## src/rtl/mem_pkg.sv

```systemverilog
// Shared definitions for the memory arbiter: RV64 load/store funct3
// encodings, the response-owner enum and the natural-alignment check.
package mem_pkg;

  localparam logic [2:0] MEMOP_B  = 3'b000;
  localparam logic [2:0] MEMOP_H  = 3'b001;
  localparam logic [2:0] MEMOP_W  = 3'b010;
  localparam logic [2:0] MEMOP_D  = 3'b011;
  localparam logic [2:0] MEMOP_BU = 3'b100;
  localparam logic [2:0] MEMOP_HU = 3'b101;
  localparam logic [2:0] MEMOP_WU = 3'b110;

  typedef enum logic [1:0] {
    OWN_NONE = 2'd0,
    OWN_IF   = 2'd1,
    OWN_LS   = 2'd2
  } owner_e;

  // Access size comes from funct3[1:0]; 3'b111 falls into the d case.
  function automatic logic misaligned(input logic [2:0] memop, input logic [2:0] off);
    case (memop[1:0])
      MEMOP_H[1:0]: return off[0];
      MEMOP_W[1:0]: return |off[1:0];
      MEMOP_D[1:0]: return |off;
      default:      return 1'b0;
    endcase
  endfunction

endpackage

```

## src/rtl/ld_align.sv

```systemverilog
// Load-data aligner: picks the addressed lane out of a 64-bit SRAM word
// and sign- or zero-extends it according to the load funct3.
module ld_align
  import mem_pkg::*;
#(
  parameter int XLEN = 64
) (
  input  logic [63:0]     rdata,
  input  logic [2:0]      off,
  input  logic [2:0]      memop,
  output logic [XLEN-1:0] result
);

  logic [63:0] shifted;

  function automatic logic [XLEN-1:0] ext8(input logic [7:0] v, input logic sgn);
    return {{(XLEN-8){sgn & v[7]}}, v};
  endfunction

  function automatic logic [XLEN-1:0] ext16(input logic [15:0] v, input logic sgn);
    return {{(XLEN-16){sgn & v[15]}}, v};
  endfunction

  function automatic logic [XLEN-1:0] ext32(input logic [31:0] v, input logic sgn);
    return {{(XLEN-32){sgn & v[31]}}, v};
  endfunction

  // Move the addressed byte to lane 0, then extend by access size.
  always_comb begin
    shifted = rdata >> {off, 3'b000};
    case (memop)
      MEMOP_B:  result = ext8(shifted[7:0], 1'b1);
      MEMOP_BU: result = ext8(shifted[7:0], 1'b0);
      MEMOP_H:  result = ext16(shifted[15:0], 1'b1);
      MEMOP_HU: result = ext16(shifted[15:0], 1'b0);
      MEMOP_W:  result = ext32(shifted[31:0], 1'b1);
      MEMOP_WU: result = ext32(shifted[31:0], 1'b0);
      default:  result = shifted[XLEN-1:0];
    endcase
  end

endmodule

```

## src/rtl/mem_arb.sv

```systemverilog
// Single-port SRAM arbiter between instruction fetch and load/store.
// One grant per cycle, 1-cycle response latency, byte-strobed stores,
// extended loads, misaligned LS accesses rejected without a memory access.
// Build option MEM_ARB_RR_EN: round-robin arbitration instead of fixed LS
// priority with a fetch starvation guard.
module mem_arb
  import mem_pkg::*;
#(
  parameter int XLEN       = 64,
  parameter int DEPTH_LOG2 = 8,
  parameter int STARVE_MAX = 3
) (
  input  logic                  clk,
  input  logic                  rst_n,
  input  logic                  if_req_i,
  input  logic [XLEN-1:0]       if_addr_i,
  output logic                  if_gnt_o,
  output logic                  if_rvalid_o,
  output logic [31:0]           if_rdata_o,
  input  logic                  ls_req_i,
  input  logic                  ls_we_i,
  input  logic [2:0]            ls_memop_i,
  input  logic [XLEN-1:0]       ls_addr_i,
  input  logic [XLEN-1:0]       ls_wdata_i,
  output logic                  ls_gnt_o,
  output logic                  ls_rvalid_o,
  output logic [XLEN-1:0]       ls_rdata_o,
  output logic                  ls_err_o,
  output logic                  mem_en_o,
  output logic                  mem_we_o,
  output logic [DEPTH_LOG2-1:0] mem_addr_o,
  output logic [63:0]           mem_wdata_o,
  output logic [7:0]            mem_wstrb_o,
  input  logic [63:0]           mem_rdata_i
);

  logic [2:0]      ls_off;
  logic            ls_mis;
  logic [XLEN-1:0] ld_data;

  owner_e      owner_p1;
  logic [2:0]  memop_p1;
  logic [2:0]  off_p1;
  logic        err_p1;
  logic        we_p1;
  logic        if_hi_p1;

  logic unused_addr_bits;
  assign unused_addr_bits = ^{if_addr_i[XLEN-1:DEPTH_LOG2+3], if_addr_i[1:0],
                              ls_addr_i[XLEN-1:DEPTH_LOG2+3]};

  assign ls_off = ls_addr_i[2:0];
  assign ls_mis = misaligned(ls_memop_i, ls_off);

  function automatic logic [63:0] store_lanes(input logic [2:0] memop, input logic [63:0] d);
    case (memop[1:0])
      MEMOP_B[1:0]: return {8{d[7:0]}};
      MEMOP_H[1:0]: return {4{d[15:0]}};
      MEMOP_W[1:0]: return {2{d[31:0]}};
      default:      return d;
    endcase
  endfunction

  function automatic logic [7:0] store_strb(input logic [2:0] memop, input logic [2:0] off);
    case (memop[1:0])
      MEMOP_B[1:0]: return 8'h01 << off;
      MEMOP_H[1:0]: return 8'h03 << off;
      MEMOP_W[1:0]: return 8'h0F << off;
      default:      return 8'hFF;
    endcase
  endfunction

`ifdef MEM_ARB_RR_EN
  owner_e rr_ptr;

  // Round-robin pointer: after any grant, the other requester is favoured.
  always_ff @(posedge clk or negedge rst_n) begin
    if (!rst_n) begin
      rr_ptr <= OWN_IF;
    end else if (if_gnt_o) begin
      rr_ptr <= OWN_LS;
    end else if (ls_gnt_o) begin
      rr_ptr <= OWN_IF;
    end
  end

  // Grant: a lone requester wins; on a tie the pointed-at requester wins.
  always_comb begin
    if_gnt_o = 1'b0;
    ls_gnt_o = 1'b0;
    if (rst_n) begin
      if (if_req_i && ls_req_i) begin
        if (rr_ptr == OWN_IF) if_gnt_o = 1'b1;
        else                  ls_gnt_o = 1'b1;
      end else begin
        if_gnt_o = if_req_i;
        ls_gnt_o = ls_req_i;
      end
    end
  end
`else
  localparam int STARVE_W = $clog2(STARVE_MAX + 1);
  logic [STARVE_W-1:0] starve_cnt;

  // Count LS grants taken while fetch is waiting; any fetch grant or an
  // idle fetch port restarts the count.
  always_ff @(posedge clk or negedge rst_n) begin
    if (!rst_n) begin
      starve_cnt <= '0;
    end else if (!if_req_i || if_gnt_o) begin
      starve_cnt <= '0;
    end else if (ls_gnt_o) begin
      starve_cnt <= starve_cnt + STARVE_W'(1);
    end
  end

  // Grant: LS first, unless fetch has already waited STARVE_MAX LS grants.
  always_comb begin
    if_gnt_o = 1'b0;
    ls_gnt_o = 1'b0;
    if (rst_n) begin
      if (ls_req_i && !(if_req_i && (starve_cnt == STARVE_W'(STARVE_MAX)))) begin
        ls_gnt_o = 1'b1;
      end else begin
        if_gnt_o = if_req_i;
      end
    end
  end
`endif

  // Drive the SRAM from the winner; a misaligned LS grant leaves it idle.
  always_comb begin
    mem_en_o    = 1'b0;
    mem_we_o    = 1'b0;
    mem_addr_o  = '0;
    mem_wdata_o = '0;
    mem_wstrb_o = '0;
    if (if_gnt_o) begin
      mem_en_o   = 1'b1;
      mem_addr_o = if_addr_i[DEPTH_LOG2+2:3];
    end else if (ls_gnt_o && !ls_mis) begin
      mem_en_o   = 1'b1;
      mem_addr_o = ls_addr_i[DEPTH_LOG2+2:3];
      if (ls_we_i) begin
        mem_we_o    = 1'b1;
        mem_wdata_o = store_lanes(ls_memop_i, ls_wdata_i[63:0]);
        mem_wstrb_o = store_strb(ls_memop_i, ls_off);
      end
    end
  end

  // ---- stage p1: response owner captured at grant ----
  // Owner decides who sees rvalid next cycle; reset drops any pending response.
  always_ff @(posedge clk or negedge rst_n) begin
    if (!rst_n) begin
      owner_p1 <= OWN_NONE;
    end else if (if_gnt_o) begin
      owner_p1 <= OWN_IF;
    end else if (ls_gnt_o) begin
      owner_p1 <= OWN_LS;
    end else begin
      owner_p1 <= OWN_NONE;
    end
  end

  // Access attributes needed to shape the response; only read under owner_p1.
  always_ff @(posedge clk) begin
    if (ls_gnt_o) begin
      memop_p1 <= ls_memop_i;
      off_p1   <= ls_off;
      err_p1   <= ls_mis;
      we_p1    <= ls_we_i;
    end
    if (if_gnt_o) begin
      if_hi_p1 <= if_addr_i[2];
    end
  end

  ld_align #(.XLEN(XLEN)) u_ld_align (
    .rdata  (mem_rdata_i),
    .off    (off_p1),
    .memop  (memop_p1),
    .result (ld_data)
  );

  assign if_rvalid_o = (owner_p1 == OWN_IF);
  assign if_rdata_o  = !if_rvalid_o ? 32'h0 :
                       (if_hi_p1 ? mem_rdata_i[63:32] : mem_rdata_i[31:0]);
  assign ls_rvalid_o = (owner_p1 == OWN_LS);
  assign ls_err_o    = ls_rvalid_o & err_p1;
  assign ls_rdata_o  = (ls_rvalid_o && !err_p1 && !we_p1) ? ld_data : '0;

endmodule

```

## config.mk

```make
export PLATFORM = sky130hd
export DESIGN_NAME = mem_arb
export DESIGN_NICKNAME = d
export VERILOG_FILES = /design/src/rtl/mem_pkg.sv /design/src/rtl/ld_align.sv /design/src/rtl/mem_arb.sv
export SDC_FILE = /design/constraint.sdc
export NUM_CORES = 1
export LEC_CHECK = 0
export CORE_AREA = 5 5 173 175
export CTS_BUF_LIST = sky130_fd_sc_hd__clkbuf_2
export CTS_CLUSTER_SIZE = 25
export DETAILED_ROUTE_END_ITERATION = 10
export DIE_AREA = 0 0 178 180
export GPL_TIMING_DRIVEN = 0
export PLACE_DENSITY_LB_ADDON = 0.2
export SYNTH_ARGS = -nofsm -noshare
export SYNTH_HDL_FRONTEND = slang
export SYNTH_SLANG_ARGS = --single-unit
```

## constraint.sdc

```tcl
create_clock -name clk -period 3 [get_ports clk]
set_input_delay 0.6 -clock clk [delete_from_list [all_inputs] [get_ports clk]]
set_output_delay 0.6 -clock clk [all_outputs]
set_load 0.01 [all_outputs]
```

### Word-level counts from Yosys, hierarchy flattened

Cells that the tools add are included.

| storage, ports and cells | value |
|---|---|
| memories kept | 0 |
| output and inout port bits | 183 |
| bits of input ports | 264 |
| register bits | 13 |
| logic and storage cells | 68 |
| ROM bits | 0 |
| bits in latches | 0 |
| bits in writable memories | 0 |

| cells by class | value |
|---|---|
| shift operators | 4 |
| equal/unequal tests | 11 |
| reduce and logical (&&, ||, !) cells | 16 |
| $add $sub $neg | 1 |
| multiplexer cells | 28 |
| bitwise operators | 1 |
| magnitude comparators | 0 |
| divide/modulo/power cells | 0 |
| $mul | 0 |

Operator list:

| cell | count |
|---|---|
| $pmux W64 S6 | 1 |
| $mux W64 | 4 |
| $pmux W64 S3 | 1 |
| $mux W32 | 2 |
| $shr A64 B6 Y64 | 1 |
| $mux W8 | 5 |
| $pmux W8 S3 | 1 |
| $eq A3 B3 Y1 const B | 3 |
| $mux W1 | 9 |
| $eq A2 B2 Y1 const B | 4 |
| $mux W2 | 4 |
| $shl A1 B3 Y8 const A | 1 |
| $shl A2 B3 Y8 const A | 1 |
| $shl A4 B3 Y8 const A | 1 |
| $logic_and A1 B1 Y1 | 5 |
| $logic_not A1 Y1 | 5 |
| $eq A2 B1 Y1 const B | 2 |
| $eq A3 B1 Y1 const B | 1 |
| $eq A3 B2 Y1 const B | 1 |
| $logic_not A3 Y1 | 1 |
| $pmux W1 S3 | 1 |
| $reduce_or A3 Y1 | 1 |
| $add A2 B1 Y2 const B | 1 |
| $logic_not A2 Y1 | 1 |
| other kinds (4) | 4 |

### Longest topological paths before layout

Gate-level depths: netlist of run 1.

| depth | value |
|---|---|
| depth after elaboration | 9 |
| mapped depth | 8 |
| mapped depth without buffers | 7 |

### Modules after synthesis

A second synthesis of run 1 with hierarchy kept.

| second synthesis, totals | value |
|---|---|
| cell total of the unflattened synthesis | 707 |
| area, all modules | 5480.3 um^2 |

Modules (own cells, without submodules):

| module | instances | sequential area each (um^2) | cells an instance | area an instance (um^2) |
|---|---|---|---|---|
| mem_arb | 1 | 370.4 | 439 | 3234.4 |
| ld_align | 1 | 0.0 | 268 | 2245.9 |

### Worst setup path before layout of run 1

No wires, ideal clock.

| timing | value |
|---|---|
| path kind | input -> output |
| from | in ls_req_i |
| to | out mem_wdata_o[53] |
| data required time | 2400 ps |
| cell stages on the path | 5 |
| buffers on the path | 1 |
| arrival | 2364 ps |
| setup slack | 36 ps |
| cells stage by stage | nand2_1 a21oi_1 o211ai_2 buf_2 a221oi_1 |

| between the ends | value |
|---|---|
| word-level cells in the longest chain between the ends | 6 |
| elaborated cells on any way between the ends | 8 |
| classes of those cells | mux (6); reduce/logical (2) |

Ends and longest elaborated chain:

| what | RTL line | text |
|---|---|---|
| from (decl) | mem_arb.sv:20 | `input logic ls_req_i,` |
| $logic_and A1 B1 Y1 | mem_arb.sv:122 | `if (ls_req_i && !(if_req_i && (starve_cnt == STARVE_W'(STARVE_MAX)))) begin` |
| $mux W1 | mem_arb.sv:122 |  |
| $mux W1 | mem_arb.sv:121 | `if (rst_n) begin` |
| net ls_gnt_o | mem_arb.sv:25 | `output logic ls_gnt_o,` |
| $logic_and A1 B1 Y1 | mem_arb.sv:141 | `end else if (ls_gnt_o && !ls_mis) begin` |
| $mux W64 | mem_arb.sv:141 |  |
| $mux W64 | mem_arb.sv:138 | `if (if_gnt_o) begin` |
| to (decl) | mem_arb.sv:32 | `output logic [63:0] mem_wdata_o,` |

The timed path passes the listed nets, and every way through them passes these cells.

### Worst setup path in the final report of run 1

| timing | value |
|---|---|
| from | reg off_p1[0] |
| to | out ls_rdata_o[51] |

| between the ends | value |
|---|---|
| word-level cells in the longest chain between the ends | 3 |

Ends and longest elaborated chain:

| what | RTL line | text |
|---|---|---|
| from (decl) | mem_arb.sv:43 | `logic [2:0] off_p1;` |
| from (signal assigned) | mem_arb.sv:170 | `off_p1 <= ls_off;` |
| $shr A64 B6 Y64 | ld_align.sv:30 | `shifted = rdata >> {off, 3'b000};` |
| $pmux W64 S6 | ld_align.sv:31 | `case (memop)` |
| $mux W64 | mem_arb.sv:191 | `assign ls_rdata_o = (ls_rvalid_o && !err_p1 && !we_p1) ? ld_data : '0;` |
| to (decl) | mem_arb.sv:27 | `output logic [XLEN-1:0] ls_rdata_o,` |

No other way between the ends.

==> reports/results.tsv, run 1 <==
metric	value	unit
outcome	complete, but fails checks	
failed_checks	negative setup slack	
wirelength	33.4	mm
path_class	flop to primary output	
clk_latency	0.27	ns
first_global_vias	7602	
critPathTopFamily	buffers and inverters	
firstDrtPassIters	4	
grt_overflow	0	
die_y	180	um
drc_errors	0	
fin_crit_sh	101	%
crit_path_start	off_p1[0]	
wl_per_cell	22.6	um
cp_max_fo	6	
yosys_register_bits	13	
cts-buffers-inserted	3	
port_buffers	338	
fmax	330	MHz
power_density	165	mW/mm2
seqPwrFrac	12.6	%
final_cell_mix	clkdlybuf4s50_1 (173), buf_2 (89), nor2_1 (76)	
drv_cap	0	
cts.sinks	13	
htree_num_levels	1	
die_w	178	um
synth_warnings	0	
grt_first_pass_wirelength	48.5	mm
slowest_stage	edfxtp_1	
synth_edf_count	9	
start_util	18.4	%
final_common_cell	clkdlybuf4s50_1	
place_congestion	0.876	
cp.arrival	2.43	ns
antenna_found_initial	5	
required	2.40	ns
grt_max_degree	13	
dr.first_iter.drc_count	473	
core	0.0283	mm2
internal_power	899	uW
synth_seq_area_share	7.11	%
ir_drop	0.000131	V
endpoint	ls_rdata_o[51]	
cts_hold_buf	0	
cts_tree	yes	
final_util	35.6	%
p_clk_share	5.6	%
design_area	0.0101	mm2
drtAntennaViolNets	0	
r2r_cells	6	
fin_nets	1359	
cp.buffers_inverters	6	
avgSynthCellArea	7.49	um2
hp-class	input pin to async pin	
p_leak	4.14	nW
grt_usage	19.4	%
slew_violations	0	
p_sw	765	uW
regToRegSetupSlack	1.59	ns
cp-start-kind	flop	
worstPathCellList	buf_6 -> buf_6 -> mux2i_2 -> a22oi_2 -> nand4_1 -> buf_6 -> buf_8 -> buf_12 -> a311oi_2 -> buf_2	
cpMostUsedCell	buf_6	
setup_viol	6	
end_kind	primary output	
vias	7481	
synth.distinct_cells	52	
synthArstFlopShare	30.8	%
root_buffer	clkbuf_2	
relSlewSlack	22.0	%
r2r_start	starve_cnt[0]	
hpwl	25.3	mm
avgViaCountPerCell	5.08	
fin_crit	3.03	ns
rows	62	
swShare	46.0	%
tightest_slew	1.17	ns
clock_path_buffers	2	
p_total	1.66	mW
synthCells	696	
syn_area	0.00521	mm2
drive_above_1_share	33.2	%
dpl-instance-area	0.00908	mm2
clk_pin_slew	0.14	ns
io_pins	447	
skew	0.0132	ns
finalHoldViolations	0	
syn2layout_area_growth	93.2	%
synth_nets	967	
setup_slack	-0.0302	ns
slowest_delay	0.44	ns
whs	0.269	ns
synth_ff_type	edfxtp_1	
rsz0062_at_grt	yes	
pwr-share-comb	81.8	%
reg2reg_to	starve_cnt[0]	
cp_num_cells	10	
design.die.area	0.0320	mm2
[cell usage after synthesis (all sizes together), types with 2 or more instances]
| library cell | n | area share (%) |
|---|---|---|
| nand3 | 5 | 0.48 |
| nand2b | 11 | 1.3 |
| buf | 40 | 4.6 |
| a21oi | 82 | 8.4 |
| inv | 24 | 1.7 |
| o211ai | 3 | 0.53 |
| or2 | 5 | 0.60 |
| mux4 | 36 | 16 |
| mux2i | 61 | 12 |
| a22o | 15 | 2.5 |
| clkbuf | 45 | 3.3 |
| dfrtp | 4 | 1.9 |
| nor3 | 24 | 2.4 |
| and3 | 6 | 0.72 |
| o21a | 3 | 0.43 |
| nand4 | 2 | 0.24 |
| and2 | 10 | 1.2 |
| mux2 | 8 | 1.7 |
| o21bai | 7 | 1.0 |
| ha | 7 | 1.7 |
| nand2 | 67 | 4.8 |
| nor2 | 79 | 5.7 |
| edfxtp | 9 | 5.2 |
| a21o | 2 | 0.29 |
| nor2b | 29 | 3.5 |
| o2bb2ai | 14 | 2.4 |
| a22oi | 12 | 1.7 |
| a311oi | 34 | 6.9 |
| o21ai | 5 | 0.48 |
| a31oi | 16 | 1.9 |
| a221oi | 23 | 3.9 |
[logic make-up (layout without fill, tap and decap cells)]
group,after synthesis,after routing,synth area share [%]
and+or+nand+nor,240,240,21.3
AOI/OAI and AO/OA,222,224,31.3
buffers and inverters,109,498,9.63
muxes,105,105,29.0
DFF,13,13,7.11
adders and majority gates,7,7,1.68
other,0,2,0
[final cells by class]
class | instances | area (um2)
Inverter | 24 | 100
Timing Repair inverter | 1 | 7.51
Timing Repair Buffer | 389 | 3400
Multi-Input combinational cell | 576 | 5020
Fill cell | 3028 | 18200
Sequential cell | 13 | 370
Buffer | 80 | 672
Tap cell | 384 | 480
Antenna cell | 2 | 5.00
Clock buffer | 4 | 20.0
[state kept, by name (all words and copies together), names as in the netlist]
name,cells
err_p1,1
owner_p1,2
memop_p1,3
if_hi_p1,1
starve_cnt,2
off_p1,3
we_p1,1
[metrics by stage]
stage | setup TNS (ns) | instances | setup WS [ns]
2_1_floorplan | 0 | 696 | 0.0359
3_3_place_gp | -167.56 | 1418 | -1.84
3_5_place_dp | -165.81 | 1418 | -1.78
4_1_cts | -0.120 | 1467 | -0.0290
5_1_grt | -4.90 | 1473 | -0.164
6_report | -0.0993 | 1473 | -0.0302
[how the worst min path moves through the flow]
stage | endpoint | slack (ns) | cells after the start
after global routing | owner_p1[0] | 0.27 | 1
after CTS | starve_cnt[1] | 0.30 | 1
after global placement | starve_cnt[0] | 0.55 | 2
after floorplan | owner_p1[0] | 0.30 | 0
final | starve_cnt[1] | 0.27 | 1
after detailed placement | starve_cnt[0] | 0.57 | 2
[power groups by stage]
stage	logic, mW	registers (mW)	clock network, mW
floorplan	0.600	0.212	0
global placement	1.17	0.215	0
detailed placement	1.17	0.215	0
CTS	1.32	0.210	0.0986
global route	1.45	0.211	0.107
finish	1.36	0.210	0.0924
[per-layer routing]
layer,routed length [um],track usage (%),vias to the layer above
li1,-,-,3447
met1,14100,25.4,3652
met2,16100,33.2,333
met3,2380,3.68,43
met4,701,4.21,6
met5,28,0,-
[repair_timing]
action,4_1_cts,5_1_grt
setup buffers,38,5
endpoints found under the setup margin,178,119
pin swaps,28,23
gates cloned,12,0
resized for setup,708,69
No activity file was read; power rests on OpenSTA's default activity.
==> run 2: changes to the inputs <==
clock period = 3.4 ns   (was 3 ns; I/O delays follow)
==> run 2 against run 1 <==
Compared with the run above:
- the flow now finishes without violations
- clock-buffer cell count did not move
- utilization shrank 1.2 points
- critical path depth unchanged
- highest routed layer unchanged
==> reports/results.tsv, run 2 (synthesis gave the netlist of run 1 again) <==
metric	value	unit	change
fin_nets	1352		-0.52%
drc_errors	0		unchanged
clk_pin_slew	0.12	ns	-0.02 ns
r2r_start	starve_cnt[0]		
top_regs	memop_p1 x3, off_p1 x3		
drive_above_1_share	27.1	%	-6.1 points
hp-class	input pin to async pin		
cp_max_fo	9		+3
design_area	0.00974	mm2	-3.3%
fin_crit	3.33	ns	
critPathTopFamily	buffers and inverters		
grt_usage	19.0	%	-0.44 points
cp.buffers_inverters	7		+1
die_w	178	um	unchanged
path_class	input pin to primary output		
reg2reg_to	starve_cnt[0]		
root_buffer	clkbuf_2		
fin_crit_sh	97.9	%	
setup_viol	0		-6
wirelength	32.7	mm	-1.8%
end_kind	primary output		
htree_num_levels	1		unchanged
clk_latency	0.27	ns	about the same
slowest_delay	0.50	ns	+0.06 ns
grt_first_pass_wirelength	47.3	mm	-2.4%
slew_violations	0		unchanged
cts.sinks	13		unchanged
dpl-instance-area	0.00908	mm2	unchanged
cp.arrival	2.65	ns	+0.22 ns
regToRegSetupSlack	2.00	ns	+0.41 ns
place_congestion	0.876		unchanged
cts_tree	yes		
first_global_vias	7478		-1.6%
required	2.72	ns	+0.32 ns
ir_drop	0.000116	V	-12%
finalHoldViolations	0		unchanged
final_common_cell	clkdlybuf4s50_1		
rows	62		unchanged
firstDrtPassIters	5		+1
wl_per_cell	22.3	um	-1.4%
cts_hold_buf	0		unchanged
r2r_cells	6		unchanged
dp_cells	1418		unchanged
p_leak	3.96	nW	-4.3%
fmax	300	MHz	
io_pins	447		unchanged
antenna_found_initial	5		unchanged
port_buffers	338		unchanged
tightest_slew	0.984	ns	-0.186 ns
die_y	180	um	unchanged
grt_overflow	0		unchanged
avgViaCountPerCell	5.06		-0.44%
design.die.area	0.0320	mm2	unchanged
grt_max_degree	13		unchanged
cp-start-kind	input pin		
cp_num_cells	10		unchanged
whs	0.269	ns	+0.0000270 ns
cts-buffers-inserted	3		unchanged
vias	7413		-0.91%
relSlewSlack	34.4	%	+12 points
skew	0.0123	ns	-0.000908 ns
outcome	complete, no violations		
stdcell_count	1466		-0.48%
final_util	34.4	%	-1.2 points
drv_cap	0		unchanged
start_util	18.4	%	unchanged
drtAntennaViolNets	0		unchanged
fillers	3064		+1.2%
worstPathCellList	clkdlybuf4s50_1 -> buf_4 -> a21oi_4 -> buf_12 -> o211ai_4 -> buf_6 -> inv_2 -> buf_4 -> and2_1 -> dlygate4sd2_1		
dr.first_iter.drc_count	446		-5.7%
cpMostUsedCell	buf_4		
power_density	144	mW/mm2	-13%
final_cell_mix	clkdlybuf4s50_1 (199), nor2_1 (77), a21oi_1 (71)		
core	0.0283	mm2	unchanged
fin_tns_setup	0	ns	+0.0993 ns
slowest_stage	clkdlybuf4s50_1		
syn2layout_area_growth	86.9	%	
clock_path_buffers	2		unchanged
hpwl	25.3	mm	unchanged
run 2: cell count changes in the layout (fill, tap and decap cells not counted), sizes merged:
cell / change
buf: -47
clkdlybuf4s50: +26
dlygate4sd2: +10
clkdlybuf4s15: +4
clkbuf: -1
dlygate4sd1: +1
dlymetal6s2s: +1
o21a: -1
run 2: worst max-delay path by stage:
stage	from	slack [ns]	to
floorplan	ls_req_i	0.28	mem_wdata_o[53]
global placement	rst_n	-1.60	mem_wdata_o[30]
detailed placement	rst_n	-1.54	mem_wdata_o[30]
CTS	ls_memop_i[1]	-0.05	mem_wdata_o[7]
global route	mem_rdata_i[15]	-0.02	ls_rdata_o[17]
finish	ls_addr_i[0]	0.07	mem_wdata_o[7]
run 2: power breakdown:
group          leakage (nW)  internal [mW]  switching [mW]
clock                0.0166         0.0312          0.0500
combinational          3.80          0.552           0.587
sequential            0.137          0.180         0.00580
total                  3.96          0.763           0.643
run 2: worst reg2reg max path: stages (launching register included):
cell	delay [ns]
dfrtp_1	0.42
ha_1	0.26
a21oi_4	0.16
buf_12	0.14
buf_4	0.14
nand2b_1	0.06
a21boi_0	0.15
run 2: repair_timing:
item / CTS / global route
gates resized for setup: 477 / 53
endpoints found under the hold margin: 0 / 0
endpoints found under the setup margin: 147 / 128
gates cloned: 6 / 0
pin swaps: 13 / 8
setup buffers: 30 / 9
run 2: layer usage:
| metal | vias to the layer above | GRT usage (%) | part of all wire, % |
|---|---|---|---|
| li1 | 3421 | - | - |
| met1 | 3605 | 24.6 | 42 |
| met2 | 331 | 32.1 | 48 |
| met3 | 50 | 3.89 | 7.4 |
| met4 | 6 | 4.83 | 2.8 |
| met5 | - | 0 | 0.086 |
run 2: metrics by stage:
| stage | total power, mW | worst slack, ns |
|---|---|---|
| 2_1_floorplan | 0.717 | 0.276 |
| 5_1_grt | 1.49 | -0.0197 |
| 3_3_place_gp | 1.22 | -1.60 |
| 3_5_place_dp | 1.22 | -1.54 |
| 4_1_cts | 1.38 | -0.0542 |
| 6_report | 1.41 | 0.0709 |
run 2: layout make-up:
type | instances | area, um2 | area share [%]
flip-flops and latches | 13 | 370 | 3.80
multi-input cells | 575 | 4770 | 49.0
repair inverters | 1 | 7.51 | 0.0771
repair buffers | 381 | 3460 | 35.5
clock buffers | 4 | 20.0 | 0.206
plain buffers | 82 | 532 | 5.46
inverters | 24 | 92.6 | 0.951
well taps | 384 | 480 | 4.93
diodes | 2 | 5.00 | 0.0514
